### src/rtl/mem_arbiter_pkg.sv
// Shared types and defaults for the byte-wide memory arbiter.
// Holds the FSM state encoding and the round-robin pointer advance helper.
package mem_arbiter_pkg;

    localparam int NUM_REQ_DEF = 2;
    localparam int ADDR_W_DEF  = 32;
    localparam int DATA_W_DEF  = 8;
    localparam int TIMEOUT_DEF = 64;

    typedef enum logic [1:0] {
        ST_IDLE = 2'd0,
        ST_RD   = 2'd1,
        ST_WR   = 2'd2,
        ST_RESP = 2'd3
    } arb_state_e;

    function automatic int next_idx(input int idx, input int n);
        return (idx + 1 >= n) ? 0 : idx + 1;
    endfunction

endpackage

### src/rtl/mem_arbiter_rr_arbiter.sv
// Combinational round-robin pick: first pending requester at or after ptr,
// wrapping at NUM_REQ.
module rr_arbiter #(
    parameter int NUM_REQ = 2,
    parameter int IDX_W   = 1
) (
    input  logic [NUM_REQ-1:0] pending,
    input  logic [IDX_W-1:0]   ptr,
    output logic [IDX_W-1:0]   grant,
    output logic               any
);

    logic [IDX_W:0] cand;

    always_comb begin
        grant = '0;
        any   = 1'b0;
        cand  = '0;
        for (int k = 0; k < NUM_REQ; k++) begin
            // One extra bit keeps ptr+k from overflowing before the wrap.
            cand = {1'b0, ptr} + (IDX_W+1)'(k);
            if (cand >= (IDX_W+1)'(NUM_REQ)) begin
                cand = cand - (IDX_W+1)'(NUM_REQ);
            end
            if (!any && pending[cand[IDX_W-1:0]]) begin
                any   = 1'b1;
                grant = cand[IDX_W-1:0];
            end
        end
    end

endmodule

### src/rtl/mem_arbiter.sv
// Shares one byte-wide memory between NUM_REQ requesters, one transaction at a time,
// with a single-entry read cache and a bounded wait on memory read responses.
module mem_arbiter
    import mem_arbiter_pkg::*;
#(
    parameter int NUM_REQ = NUM_REQ_DEF,
    parameter int ADDR_W  = ADDR_W_DEF,
    parameter int DATA_W  = DATA_W_DEF,
    parameter int TIMEOUT = TIMEOUT_DEF
) (
    input  logic                      clk,
    input  logic                      rst_n,
    input  logic [NUM_REQ-1:0]        req_rd,
    input  logic [NUM_REQ-1:0]        req_wr,
    input  logic [NUM_REQ*ADDR_W-1:0] req_addr,
    input  logic [NUM_REQ*DATA_W-1:0] req_wdata,
    output logic [NUM_REQ-1:0]        req_ready,
    output logic                      req_err,
    output logic [DATA_W-1:0]         req_rdata,
    output logic [ADDR_W-1:0]         mem_addr,
    output logic [DATA_W-1:0]         mem_wdata,
    output logic                      mem_read_en,
    output logic                      mem_write_en,
    input  logic [DATA_W-1:0]         mem_rdata,
    input  logic                      mem_ready
);

    localparam int IDX_W = $clog2(NUM_REQ);
    localparam int TMO_W = $clog2(TIMEOUT + 1);

    arb_state_e          state_q, state_d;
    logic [IDX_W-1:0]    grant_q, grant_d;
    logic [IDX_W-1:0]    ptr_q, ptr_d;
    logic [TMO_W-1:0]    tmo_q, tmo_d;
    logic                cache_valid_q, cache_valid_d;
    logic [ADDR_W-1:0]   cache_addr_q, cache_addr_d;
    logic [DATA_W-1:0]   cache_data_q, cache_data_d;
    logic [ADDR_W-1:0]   mem_addr_q, mem_addr_d;
    logic [DATA_W-1:0]   mem_wdata_q, mem_wdata_d;
    logic                mem_read_en_q, mem_read_en_d;
    logic                mem_write_en_q, mem_write_en_d;
    logic [NUM_REQ-1:0]  req_ready_q, req_ready_d;
    logic                req_err_q, req_err_d;
    logic [DATA_W-1:0]   req_rdata_q, req_rdata_d;

    logic [ADDR_W-1:0]   addr_arr  [NUM_REQ];
    logic [DATA_W-1:0]   wdata_arr [NUM_REQ];
    logic [NUM_REQ-1:0]  pending;
    logic [IDX_W-1:0]    pick_idx;
    logic                pick_any;

    for (genvar i = 0; i < NUM_REQ; i++) begin : g_unpack
        assign addr_arr[i]  = req_addr[i*ADDR_W +: ADDR_W];
        assign wdata_arr[i] = req_wdata[i*DATA_W +: DATA_W];
    end

    assign pending = req_rd | req_wr;

    rr_arbiter #(
        .NUM_REQ (NUM_REQ),
        .IDX_W   (IDX_W)
    ) u_rr (
        .pending (pending),
        .ptr     (ptr_q),
        .grant   (pick_idx),
        .any     (pick_any)
    );

    always_comb begin
        state_d        = state_q;
        grant_d        = grant_q;
        ptr_d          = ptr_q;
        tmo_d          = tmo_q;
        cache_valid_d  = cache_valid_q;
        cache_addr_d   = cache_addr_q;
        cache_data_d   = cache_data_q;
        mem_addr_d     = mem_addr_q;
        mem_wdata_d    = mem_wdata_q;
        mem_read_en_d  = 1'b0;
        mem_write_en_d = 1'b0;
        req_ready_d    = '0;
        req_err_d      = 1'b0;
        req_rdata_d    = req_rdata_q;

        case (state_q)
            ST_IDLE: begin
                if (pick_any) begin
                    grant_d     = pick_idx;
                    mem_addr_d  = addr_arr[pick_idx];
                    mem_wdata_d = wdata_arr[pick_idx];
                    // rd and wr together is illegal; the write wins.
                    if (req_wr[pick_idx]) begin
                        state_d        = ST_WR;
                        mem_write_en_d = 1'b1;
                    end else if (cache_valid_q && addr_arr[pick_idx] == cache_addr_q) begin
                        state_d               = ST_RESP;
                        req_ready_d[pick_idx] = 1'b1;
                        req_rdata_d           = cache_data_q;
                    end else begin
                        state_d       = ST_RD;
                        mem_read_en_d = 1'b1;
                        tmo_d         = '0;
                    end
                end
            end
            ST_RD: begin
                if (mem_ready) begin
                    req_rdata_d          = mem_rdata;
                    cache_valid_d        = 1'b1;
                    cache_addr_d         = mem_addr_q;
                    cache_data_d         = mem_rdata;
                    req_ready_d[grant_q] = 1'b1;
                    state_d              = ST_RESP;
                end else if (tmo_q == TMO_W'(TIMEOUT - 1)) begin
                    req_err_d            = 1'b1;
                    req_ready_d[grant_q] = 1'b1;
                    state_d              = ST_RESP;
                end else begin
                    tmo_d         = tmo_q + 1'b1;
                    mem_read_en_d = 1'b1;
                end
            end
            ST_WR: begin
                // A single-entry cache cannot tell if the write aliases it; drop it.
                cache_valid_d        = 1'b0;
                req_ready_d[grant_q] = 1'b1;
                state_d              = ST_RESP;
            end
            ST_RESP: begin
                ptr_d   = IDX_W'(next_idx(int'(grant_q), NUM_REQ));
                state_d = ST_IDLE;
            end
            default: state_d = ST_IDLE;
        endcase
    end

    always_ff @(posedge clk or negedge rst_n) begin
        if (!rst_n) begin
            state_q        <= ST_IDLE;
            grant_q        <= '0;
            ptr_q          <= '0;
            tmo_q          <= '0;
            cache_valid_q  <= 1'b0;
            cache_addr_q   <= '0;
            cache_data_q   <= '0;
            mem_addr_q     <= '0;
            mem_wdata_q    <= '0;
            mem_read_en_q  <= 1'b0;
            mem_write_en_q <= 1'b0;
            req_ready_q    <= '0;
            req_err_q      <= 1'b0;
            req_rdata_q    <= '0;
        end else begin
            state_q        <= state_d;
            grant_q        <= grant_d;
            ptr_q          <= ptr_d;
            tmo_q          <= tmo_d;
            cache_valid_q  <= cache_valid_d;
            cache_addr_q   <= cache_addr_d;
            cache_data_q   <= cache_data_d;
            mem_addr_q     <= mem_addr_d;
            mem_wdata_q    <= mem_wdata_d;
            mem_read_en_q  <= mem_read_en_d;
            mem_write_en_q <= mem_write_en_d;
            req_ready_q    <= req_ready_d;
            req_err_q      <= req_err_d;
            req_rdata_q    <= req_rdata_d;
        end
    end

    assign req_ready    = req_ready_q;
    assign req_err      = req_err_q;
    assign req_rdata    = req_rdata_q;
    assign mem_addr     = mem_addr_q;
    assign mem_wdata    = mem_wdata_q;
    assign mem_read_en  = mem_read_en_q;
    assign mem_write_en = mem_write_en_q;

endmodule

### config.mk
export PLATFORM = sky130hd
export DESIGN_NAME = mem_arbiter
export DESIGN_NICKNAME = d
export VERILOG_FILES = /design/src/rtl/mem_arbiter_pkg.sv /design/src/rtl/mem_arbiter_rr_arbiter.sv /design/src/rtl/mem_arbiter.sv
export SDC_FILE = /design/constraint.sdc
export NUM_CORES = 1
export LEC_CHECK = 0
export ABC_AREA = 1
export BUFFER_PORTS_ARGS = -buffer_cell sky130_fd_sc_hd__buf_2
export CAP_MARGIN = 20
export CORE_MARGIN = 2
export CORE_UTILIZATION = 40
export CTS_CLUSTER_SIZE = 12
export DETAILED_ROUTE_END_ITERATION = 12
export GPL_ROUTABILITY_DRIVEN = 0
export SYNTH_ARGS = -nofsm -noshare
export SYNTH_HDL_FRONTEND = slang
export SYNTH_SLANG_ARGS = --single-unit
### constraint.sdc
create_clock -name clk -period 4.8 [get_ports clk]
set_clock_uncertainty 0.1 [all_clocks]
set_input_delay 0.24 -clock clk [delete_from_list [all_inputs] [get_ports clk]]
set_output_delay 0.24 -clock clk [all_outputs]
set_load 0.01 [all_outputs]
==> metrics.yaml, run 1 <==
post_cts_buffers: 0
io_pins: 148
ys_ff_latch: 105
setup_viol: 0
worst_pin_slew_ns: 0.914
fmax_mhz: 333
drt_wl_total_um: 17100
grt_setup_unrepaired: "no"
die-area_um2: 16100
final_area_um2: 7190
grt_pass1_wl_um: 27800
postPlaceCellArea_um2: 6880
synth_area_leaders: "dfrtp_1 44%, nand2_1 20%, nand3_1 7.1%"
synth_nets: 969
hold_slack_ns: 0.00528
synth_area_um2: 6030
antenna_cells: 0
yosysWarnings: 0
clockRootBuffer: "clkbuf_16"
wire_per_inst_um: 14.3
port_buffers: 147
drive_gt1_share_pct: 18.7
final_max_slew_viol_count: 0
final_common_cell: "nand2_1"
clk_pin_slew_ns: 0.07
drc: 0
critPathCaptureType: "flip-flop"
crit_path_max_fanout: 55
grt_pass1_vias: 5457
core_um2: 14600
clock-sinks: 105
clkPwrFrac_pct: 16.7
synth_cell_types: 32
grt_max_degree: 72
routed_via_density: 4.93
setup_tns_ns: 0
drv_cap: 0
required_ns: 4.95
ant_nets: 0
num_rows: 44
drt_iter0_drc: 338
die_x_um: 127
detailroute.via_count: 5880
totalPowerFinal_mw: 4.45
seq_power_share_pct: 35.0
sw_frac_of_total_pct: 44.9
powerDensity_nw_per_um2: 618
grt_util_all_layers_pct: 21.9
relSlewSlack_pct: 39.1
cts_buffers: 9
dp_hpwl_um: 12700
synth_top_area_share_pct: 43.6
syn_avg_cell_area_um2: 6.95
synth_cells: 868
hold_class: "input port to flip-flop"
dr.pass1.iters: 5
start_util_pct: 41.2
leakagePower_nw: 3.93
fin_nets: 1104
dp_slack_ns: 1.62
pwr-share-comb_pct: 48.3
cp-start-kind: "flip-flop"
fin_crit_sh_pct: 62.6
min_period_ns: 3.00
grt.overflow.total: 0
ir_drop_mv: 0.238
cts_tree: "yes"
outcome: "finished, final reports clean"
worstPathArrival_ns: 3.15
areaGrowthSynthToFinish_pct: 19.2
synth.yosys.seq_area_share_pct: 43.6
synth_area_leader_cell: "dfrtp_1"
clk_latency_ns: 0.36
p_switching_mw: 2.00
fin_ws_ns: 1.80
fp.dieH_um: 127
layout_common_cells: "314 x nand2_1, 146 x buf_2, 105 x dfrtp_1, 99 x inv_1, 85 x nand3_1"
worstSetupPathType: "flip-flop to flip-flop"
cts_buffer_depth: 2
finalHoldViolCount: 0
antenna_found_initial: 0
p_int_mw: 2.45
htreeDepth: 3
[power by group through the flow]
stage | combinational, mW | sequential [mW] | clock, mW
6_report | 2.15 | 1.56 | 0.742
3_5_place_dp | 2.16 | 1.57 | 0
2_1_floorplan | 1.41 | 1.62 | 0
3_3_place_gp | 2.14 | 1.57 | 0
4_1_cts | 2.17 | 1.56 | 0.760
5_1_grt | 2.47 | 1.61 | 0.792
[metrics by stage]
stage	utilization [%]	std cells
2_1_floorplan	-	868
3_3_place_gp	47.0	1174
3_5_place_dp	47.0	1174
4_1_cts	49.1	1192
5_1_grt	49.1	1192
6_report	49.1	1192
[registers in the layout, summed over array words and instances, names as in the netlist]
register	flops
cache_addr_q	32
cache_data_q	8
cache_valid_q	1
grant_q	1
mem_addr	32
mem_read_en	1
mem_wdata	8
mem_write_en	1
ptr_q	1
req_err	1
req_rdata	8
req_ready	2
state_q	2
tmo_q	7
[logic make-up (layout without fill, tap and decap cells)]
family,after synthesis,in the layout,synth area share (%)
DFF,105,105,43.6
AOI/OAI and AO/OA,108,108,9.56
and+or+nand+nor,517,517,36.7
buffers and inverters,132,272,8.96
adders and majority gates,6,6,1.24
[path summary, 6_finish.rpt]
path / cells after the start / endpoint / slack, ns / from
min in group asynchronous: 2 / cache_addr_q[6] / 0.44 / rst_n
setup reg to reg: 16 / req_rdata[2] / 1.80 / ptr_q
setup / recovery: 16 / req_rdata[2] / 1.80 / ptr_q
hold reg to reg: 2 / req_rdata[3] / 0.37 / req_rdata[3]
max in group asynchronous: 3 / cache_addr_q[23] / 3.16 / rst_n
hold / removal: 3 / cache_data_q[3] / 0.005 / mem_rdata[3]
[synthesized netlist by cell type]
cell / instances
buf_4: 5
nor3_4: 1
nand3_1: 85
and2_1: 1
and3_1: 1
nand2_1: 314
dfrtp_1: 105
o21ai_4: 1
o21ai_2: 1
o22ai_1: 1
nor3b_1: 3
nand3_2: 1
nor2_1: 77
or2_2: 1
nand4_1: 4
o21ai_0: 81
nor2_2: 5
clkbuf_1: 16
inv_2: 3
nand3_4: 1
a21oi_1: 8
ha_1: 6
a31oi_1: 14
o21ai_1: 1
buf_2: 3
nand2_2: 5
a21boi_1: 1
buf_1: 3
nand3b_1: 15
inv_1: 99
nand2_4: 3
buf_6: 3
[layout make-up]
type | count | area (um2)
Fill cell | 1524 | 7450
Timing Repair Buffer | 154 | 796
Multi-Input combinational cell | 631 | 2870
Sequential cell | 105 | 2630
Tap cell | 184 | 230
Clock buffer | 13 | 250
Inverter | 102 | 383
Clock inverter | 3 | 40.0
[repair_timing]
item                      4_1_cts  5_1_grt
hold buffers                    2        0
hold endpoints to repair       71        0
gates resized for setup         0        0
[critical path, cell delays in order (launching register included)]
cell and delay, ns:
dfrtp_1 0.34, inv_1 0.08, o21ai_4 0.05, buf_4 0.36, nand2_4 0.47, o21ai_0 0.39
inv_1 0.09, nand2_1 0.08, nand2_1 0.05, nor2_1 0.08, nand2_1 0.06, nor2_2 0.16
nand3_2 0.13, nand2_4 0.14, nand2_2 0.13, nand2_1 0.09, nand2_1 0.05
[metal layers]
layer / track usage (%) / routed length (um)
met5: 0 / 0
met4: 9.18 / 493
met3: 4.47 / 1110
met2: 33.0 / 7360
met1: 30.8 / 8110
Note: power is estimated with default switching activity, not from simulation.
==> run 2: changes to the inputs <==
- PLACE_DENSITY: unset -> 0.65
- clock period: 4.8 -> 2.67 ns (I/O delays scaled with it)
==> metrics.yaml, run 2 (synthesis results as in run 1) <==
io_pins: 148  # unchanged
final_max_slew_viol_count: 0  # unchanged
final_common_cell: "nand2_1"
stdcell_count: 1236  # +3.7%
required_ns: 2.87  # -2.08 ns
core_um2: 14600  # unchanged
grt_pass1_wl_um: 28900  # +3.9%
place_inst: 1183  # +0.77%
drv_cap: 0  # unchanged
powerDensity_nw_per_um2: 1090  # +76%
clk_latency_ns: 0.36  # about the same
clk_pin_slew_ns: 0.07  # about the same
layout_common_cells: "314 x nand2_1, 146 x buf_2, 105 x dfrtp_1, 99 x inv_1, 85 x nand3_1"
crit_path_max_fanout: 20  # -64%
cts_buffer_depth: 2  # unchanged
finalHoldViolCount: 0  # unchanged
grt_util_all_layers_pct: 22.6  # +0.68 points
routed_via_density: 4.94  # about the same
wire_per_inst_um: 14.2  # -1.0%
setup_viol: 0  # unchanged
clockRootBuffer: "clkbuf_16"
die_x_um: 127  # unchanged
worstPathArrival_ns: 2.61  # -0.54 ns
seqCellArea_um2: 2630  # unchanged
grt.overflow.total: 0  # unchanged
grt_max_degree: 106  # +47%
cts_tree: "yes"
htreeDepth: 3  # unchanged
cp-start-kind: "flip-flop"
grt_setup_unrepaired: "no"
drt_iter0_drc: 469  # +39%
antenna_cells: 0  # unchanged
drt_wl_total_um: 17500  # +2.6%
start_util_pct: 41.2  # unchanged
multiInputGateArea_um2: 2880  # +0.31%
rr_worst_depth: 16  # unchanged
antenna_found_initial: 0  # unchanged
worstSetupPathType: "flip-flop to flip-flop"
fin_nets: 1148  # +4.0%
worst_pin_slew_ns: 0.589  # -0.326 ns
post_cts_buffers: 0  # unchanged
drive_gt1_share_pct: 18.9  # +0.27 points
setup_tns_ns: 0  # unchanged
num_rows: 44  # unchanged
areaGrowthSynthToFinish_pct: 27.6
drc: 0  # unchanged
relSlewSlack_pct: 60.8  # +22 points
ir_drop_mv: 0.420  # +76%
detailroute.via_count: 6102  # +3.8%
hold_class: "input port to flip-flop"
cts_buffers: 9  # unchanged
whs_path_depth: 3  # unchanged
port_buffers: 147  # unchanged
ant_nets: 0  # unchanged
leakagePower_nw: 4.15  # +5.5%
outcome: "finished, final reports clean"
critPathCaptureType: "flip-flop"
fillers: 1471  # -3.5%
fin_crit_sh_pct: 90.4  # +28 points
clock-sinks: 105  # unchanged
grt_pass1_vias: 5805  # +6.4%
r2r_slack_ns: 0.26  # -1.54 ns
die-area_um2: 16100  # unchanged
dp_hpwl_um: 12700  # +0.27%
fmax_mhz: 414  # +25%
min_period_ns: 2.41  # -0.592 ns
fp.dieH_um: 127  # unchanged
dr.pass1.iters: 5  # unchanged
==> run 2: changes by cell type in the layout (fill, tap and decap cells not counted), sizes merged <==
cell,change
buf,+9
clkbuf,-1
clkinvlp,+1
dlygate4sd3,+35
==> run 2: timing repair <==
action                     in CTS  in global routing
gates resized for setup         0                  1
hold endpoints to repair      133                  0
hold buffers                   37                  0
setup endpoints to repair       0                 17
==> run 2: metrics by stage <==
| stage | total power [mW] | setup slack (ns) | instance area [um2] | util [%] | hold slack, ns |
|---|---|---|---|---|---|
| CTS | 8.42 | 0.151 | 7690 | 52.5 | 0.00304 |
| finish | 8.39 | 0.257 | 7700 | 52.6 | 0.00850 |
| global placement | 6.77 | 0.225 | 7010 | 47.9 | 0.153 |
| detailed placement | 6.85 | 0.170 | 7010 | 47.9 | 0.157 |
| floorplan | 5.44 | 0.399 | 6030 | - | -0.262 |
| global route | 9.19 | 0.0322 | 7700 | 52.6 | 0.0225 |
==> run 2: worst max-delay path, stage by stage, from the launching register on <==
cell	delay (ns)
dfrtp_1	0.38
inv_1	0.11
o21ai_4	0.11
nand2_8	0.17
buf_4	0.22
nand2_1	0.08
nand2_1	0.08
nand2_1	0.05
nand2_1	0.13
nand3_1	0.10
nor2_1	0.11
nand2_1	0.06
nor2_1	0.20
nand3_4	0.18
nand2_4	0.14
nand2_1	0.06
nand2_1	0.05
==> run 2: layout make-up <==
class                   count  share of cell area, %
repair buffers            198                   16.6
multi-input cells         631                   37.3
well taps                 184                   2.99
inverters                 102                   4.97
flip-flops and latches    105                   34.1
clock inverters             4                  0.666
clock buffers              12                   3.33
==> run 2: power breakdown <==
group          switching (mW)  internal, mW  total (mW)  leakage [nW]
sequential              0.478          2.33        2.81          1.29
combinational            2.63          1.56        4.18          2.71
clock                   0.612         0.780        1.39         0.149
==> run 2: worst paths after layout <==
path,endpoint,start
worst max-delay path,tmo_q[6],ptr_q
worst min-delay path,mem_addr[2],req_addr[2]
worst max register to register,tmo_q[6],ptr_q
worst min register to register,req_rdata[1],req_rdata[1]
max in group asynchronous,cache_addr_q[8],rst_n
min in group asynchronous,cache_addr_q[10],rst_n
==> run 2: layer usage <==
metal	part of all wire (%)	wire (um)	vias to the layer above	GRT usage, %
met5	0	0	-	0
met4	1.9	330	0	7.82
met3	5.7	1000	20	3.08
met2	44	7720	202	34.9
met1	48	8470	2782	32.7
li1	-	-	3098	-
==> run 3: changes to the inputs <==
- CORE_UTILIZATION: 40 -> 48
- PLACE_DENSITY: 0.65 -> 0.76
- SYNTH_HIERARCHICAL: unset -> 1
==> metrics.yaml, run 3 <==
totalPowerFinal_mw: 8.09  # -3.5%
clk_latency_ns: 0.35  # about the same
core_um2: 11900  # -19%
synth-edff-count: 0  # unchanged
drv_cap: 0  # unchanged
timing.rr.start: "ptr_q"
fillers: 1096  # -25%
postPlaceCellArea_um2: 6780  # -3.4%
drc: 0  # unchanged
hold_start: "req_wr[1]"
required_ns: 2.86  # about the same
powerDensity_nw_per_um2: 1090  # -0.30%
cp-start-kind: "flip-flop"
clk_pin_slew_ns: 0.07  # about the same
yosysWarnings: 6  # +6
synth_area_leaders: "dfrtp_1 45%, nand2_1 20%, o21ai_0 6.8%"
cts_tree: "yes"
dp_hpwl_um: 11300  # -11%
min_period_ns: 2.56  # +0.151 ns
ys_top_cells_by_count: "305 x nand2_1, 105 x dfrtp_1, 99 x inv_1"
fmax_mhz: 390  # -5.9%
die_x_um: 114  # -10%
synth_cell_types: 32  # unchanged
setup_viol: 0  # unchanged
finalHoldViolCount: 0  # unchanged
hold_slack_ns: 0.0116  # +0.00308 ns
min_to: "req_ready[1]"
fp.dieH_um: 114  # -10%
hold_class: "input port to flip-flop"
die-area_um2: 13000  # -19%
grt_max_degree: 59  # -44%
r2r_slack_ns: 0.11  # -0.15 ns
final_common_cell: "nand2_1"
layout_common_cells: "302 x nand2_1, 146 x buf_2, 105 x dfrtp_1, 98 x inv_1, 79 x o21ai_0"
relSlewSlack_pct: 55.0  # -5.8 points
startpoint: "ptr_q"
multiInputGateArea_um2: 2640  # -8.1%
yosysMostFrequentCell: "nand2_1"
grt_util_all_layers_pct: 24.9  # +2.3 points
synth_ff_type: "dfrtp_1"
worstSetupPathType: "flip-flop to flip-flop"
synth_area_leader_cell: "dfrtp_1"
whs_path_depth: 4  # +1
grt_pass1_wl_um: 25600  # -11%
cts_buffers: 9  # unchanged
synth_top_area_share_pct: 45.4  # +1.8 points
clockRootBuffer: "clkbuf_16"
port_buffers: 147  # unchanged
start_util_pct: 48.6  # +7.4 points
synth_area_um2: 5790  # -4.0%
final_max_slew_viol_count: 0  # unchanged
rr_worst_depth: 17  # +1
async_reset_ff_share_pct: 100  # unchanged
cts_buffer_depth: 2  # unchanged
crit_path_max_fanout: 22  # +10%
antenna_found_initial: 0  # unchanged
worstPathArrival_ns: 2.75  # +0.14 ns
grt.overflow.total: 0  # unchanged
critPathCaptureType: "flip-flop"
outcome: "finished, final reports clean"
detailroute.via_count: 5779  # -5.3%
num_rows: 40  # -9.1%
final_area_um2: 7450  # -3.2%
drt_wl_total_um: 16000  # -8.7%
dr.pass1.iters: 5  # unchanged
fin_crit_sh_pct: 96.1  # +5.7 points
drive_gt1_share_pct: 23.4  # +4.5 points
synth_cells: 809  # -6.8%
synth_nets: 910  # -6.1%
ant_nets: 0  # unchanged
fin_nets: 1094  # -4.7%
worst_pin_slew_ns: 0.672  # +0.0835 ns
routed_via_density: 5.05  # +2.3%
syn_avg_cell_area_um2: 7.16  # +3.0%
grt_pass1_vias: 5409  # -6.8%
antenna_cells: 0  # unchanged
synth.yosys.seq_area_share_pct: 45.4  # +1.8 points
drt_iter0_drc: 398  # -15%
ir_drop_mv: 0.498  # +19%
seqCellArea_um2: 2630  # unchanged
rr_endpoint: "req_rdata[3]"
clock-sinks: 105  # unchanged
wire_per_inst_um: 14.0  # -1.4%
htreeDepth: 3  # unchanged
areaGrowthSynthToFinish_pct: 28.7
ys_ff_latch: 105  # unchanged
leakagePower_nw: 4.10  # -1.1%
io_pins: 148  # unchanged
[run 3: changes by cell type after synthesis, sizes merged, moves of 5 or more]
cell	change
nand4	+10
a21oi	+15
a31oi	-14
or2	+5
buf	-5
nand3b	-10
nand2	+8
nor2	-26
nand3	-40
o21ai	-5
[run 3: worst max-delay path by stage]
stage,end,slack [ns],cells past startpoint
floorplan,req_rdata[0],0.51,19
detailed placement,req_rdata[2],0.04,17
global route,req_rdata[3],-0.02,17
finish,req_rdata[3],0.11,17
global placement,req_rdata[2],0.13,17
CTS,req_rdata[2],0.19,16
[run 3: power breakdown]
| part | switching, mW | internal (mW) | total, mW |
|---|---|---|---|
| Combinational | 2.42 | 1.57 | 3.98 |
| Sequential | 0.437 | 2.29 | 2.73 |
| Clock | 0.646 | 0.739 | 1.38 |
[run 3: final cells by class]
class                           count  share of cell area (%)
Sequential cell                   105                    35.3
Inverter                          101                    5.15
Multi-Input combinational cell    575                    35.5
Clock buffer                        9                    3.02
Clock inverter                      6                    1.01
Timing Repair Buffer              201                    17.6
Tap cell                          147                    2.47
[run 3: cell families after synthesis]
| logic type | synth area share (%) |
|---|---|
| flops | 45.4 |
| simple gates | 34.8 |
| fa+ha+maj | 1.30 |
| compound gates | 9.06 |
| buf+inv | 9.44 |
[run 3: worst max-delay path, cell delays in order (launching register included)]
cell and delay (ns):
dfrtp_1 0.36, inv_1 0.09, a21oi_4 0.24, buf_4 0.17
clkbuf_16 0.19, nand2_1 0.09, nand3_1 0.11, nand2_1 0.06
nor2_1 0.10, nand2_1 0.07, nor2_1 0.10, nand2_1 0.12
nor2_4 0.18, nand2_2 0.09, nand2_4 0.12, buf_6 0.12
nand3_1 0.07, nand2_1 0.10
[run 3: what timing repair did]
item                                   CTS  global route
resized for setup                        0             8
endpoints found under the hold margin  122             0
setup endpoints to repair                0            12
buffers inserted                         0             6
hold buffers                            26             0
[run 3: routing by layer]
| layer | track usage (%) | part of all wire (%) | up-vias |
|---|---|---|---|
| li1 | - | - | 2893 |
| met2 | 38.1 | 46 | 205 |
| met4 | 9.92 | 2.2 | 0 |
| met3 | 3.67 | 6.4 | 26 |
| met5 | 0 | 0 | - |
| met1 | 36.0 | 46 | 2655 |
[run 3: stage by stage]
stage	worst slack (ns)	std cells	utilization, %	setup TNS, ns
global route	-0.0249	1144	62.6	-0.0907
global placement	0.134	1095	56.9	0
finish	0.105	1144	62.6	0
detailed placement	0.0438	1095	56.9	0
floorplan	0.507	809	-	0
CTS	0.191	1136	61.6	0
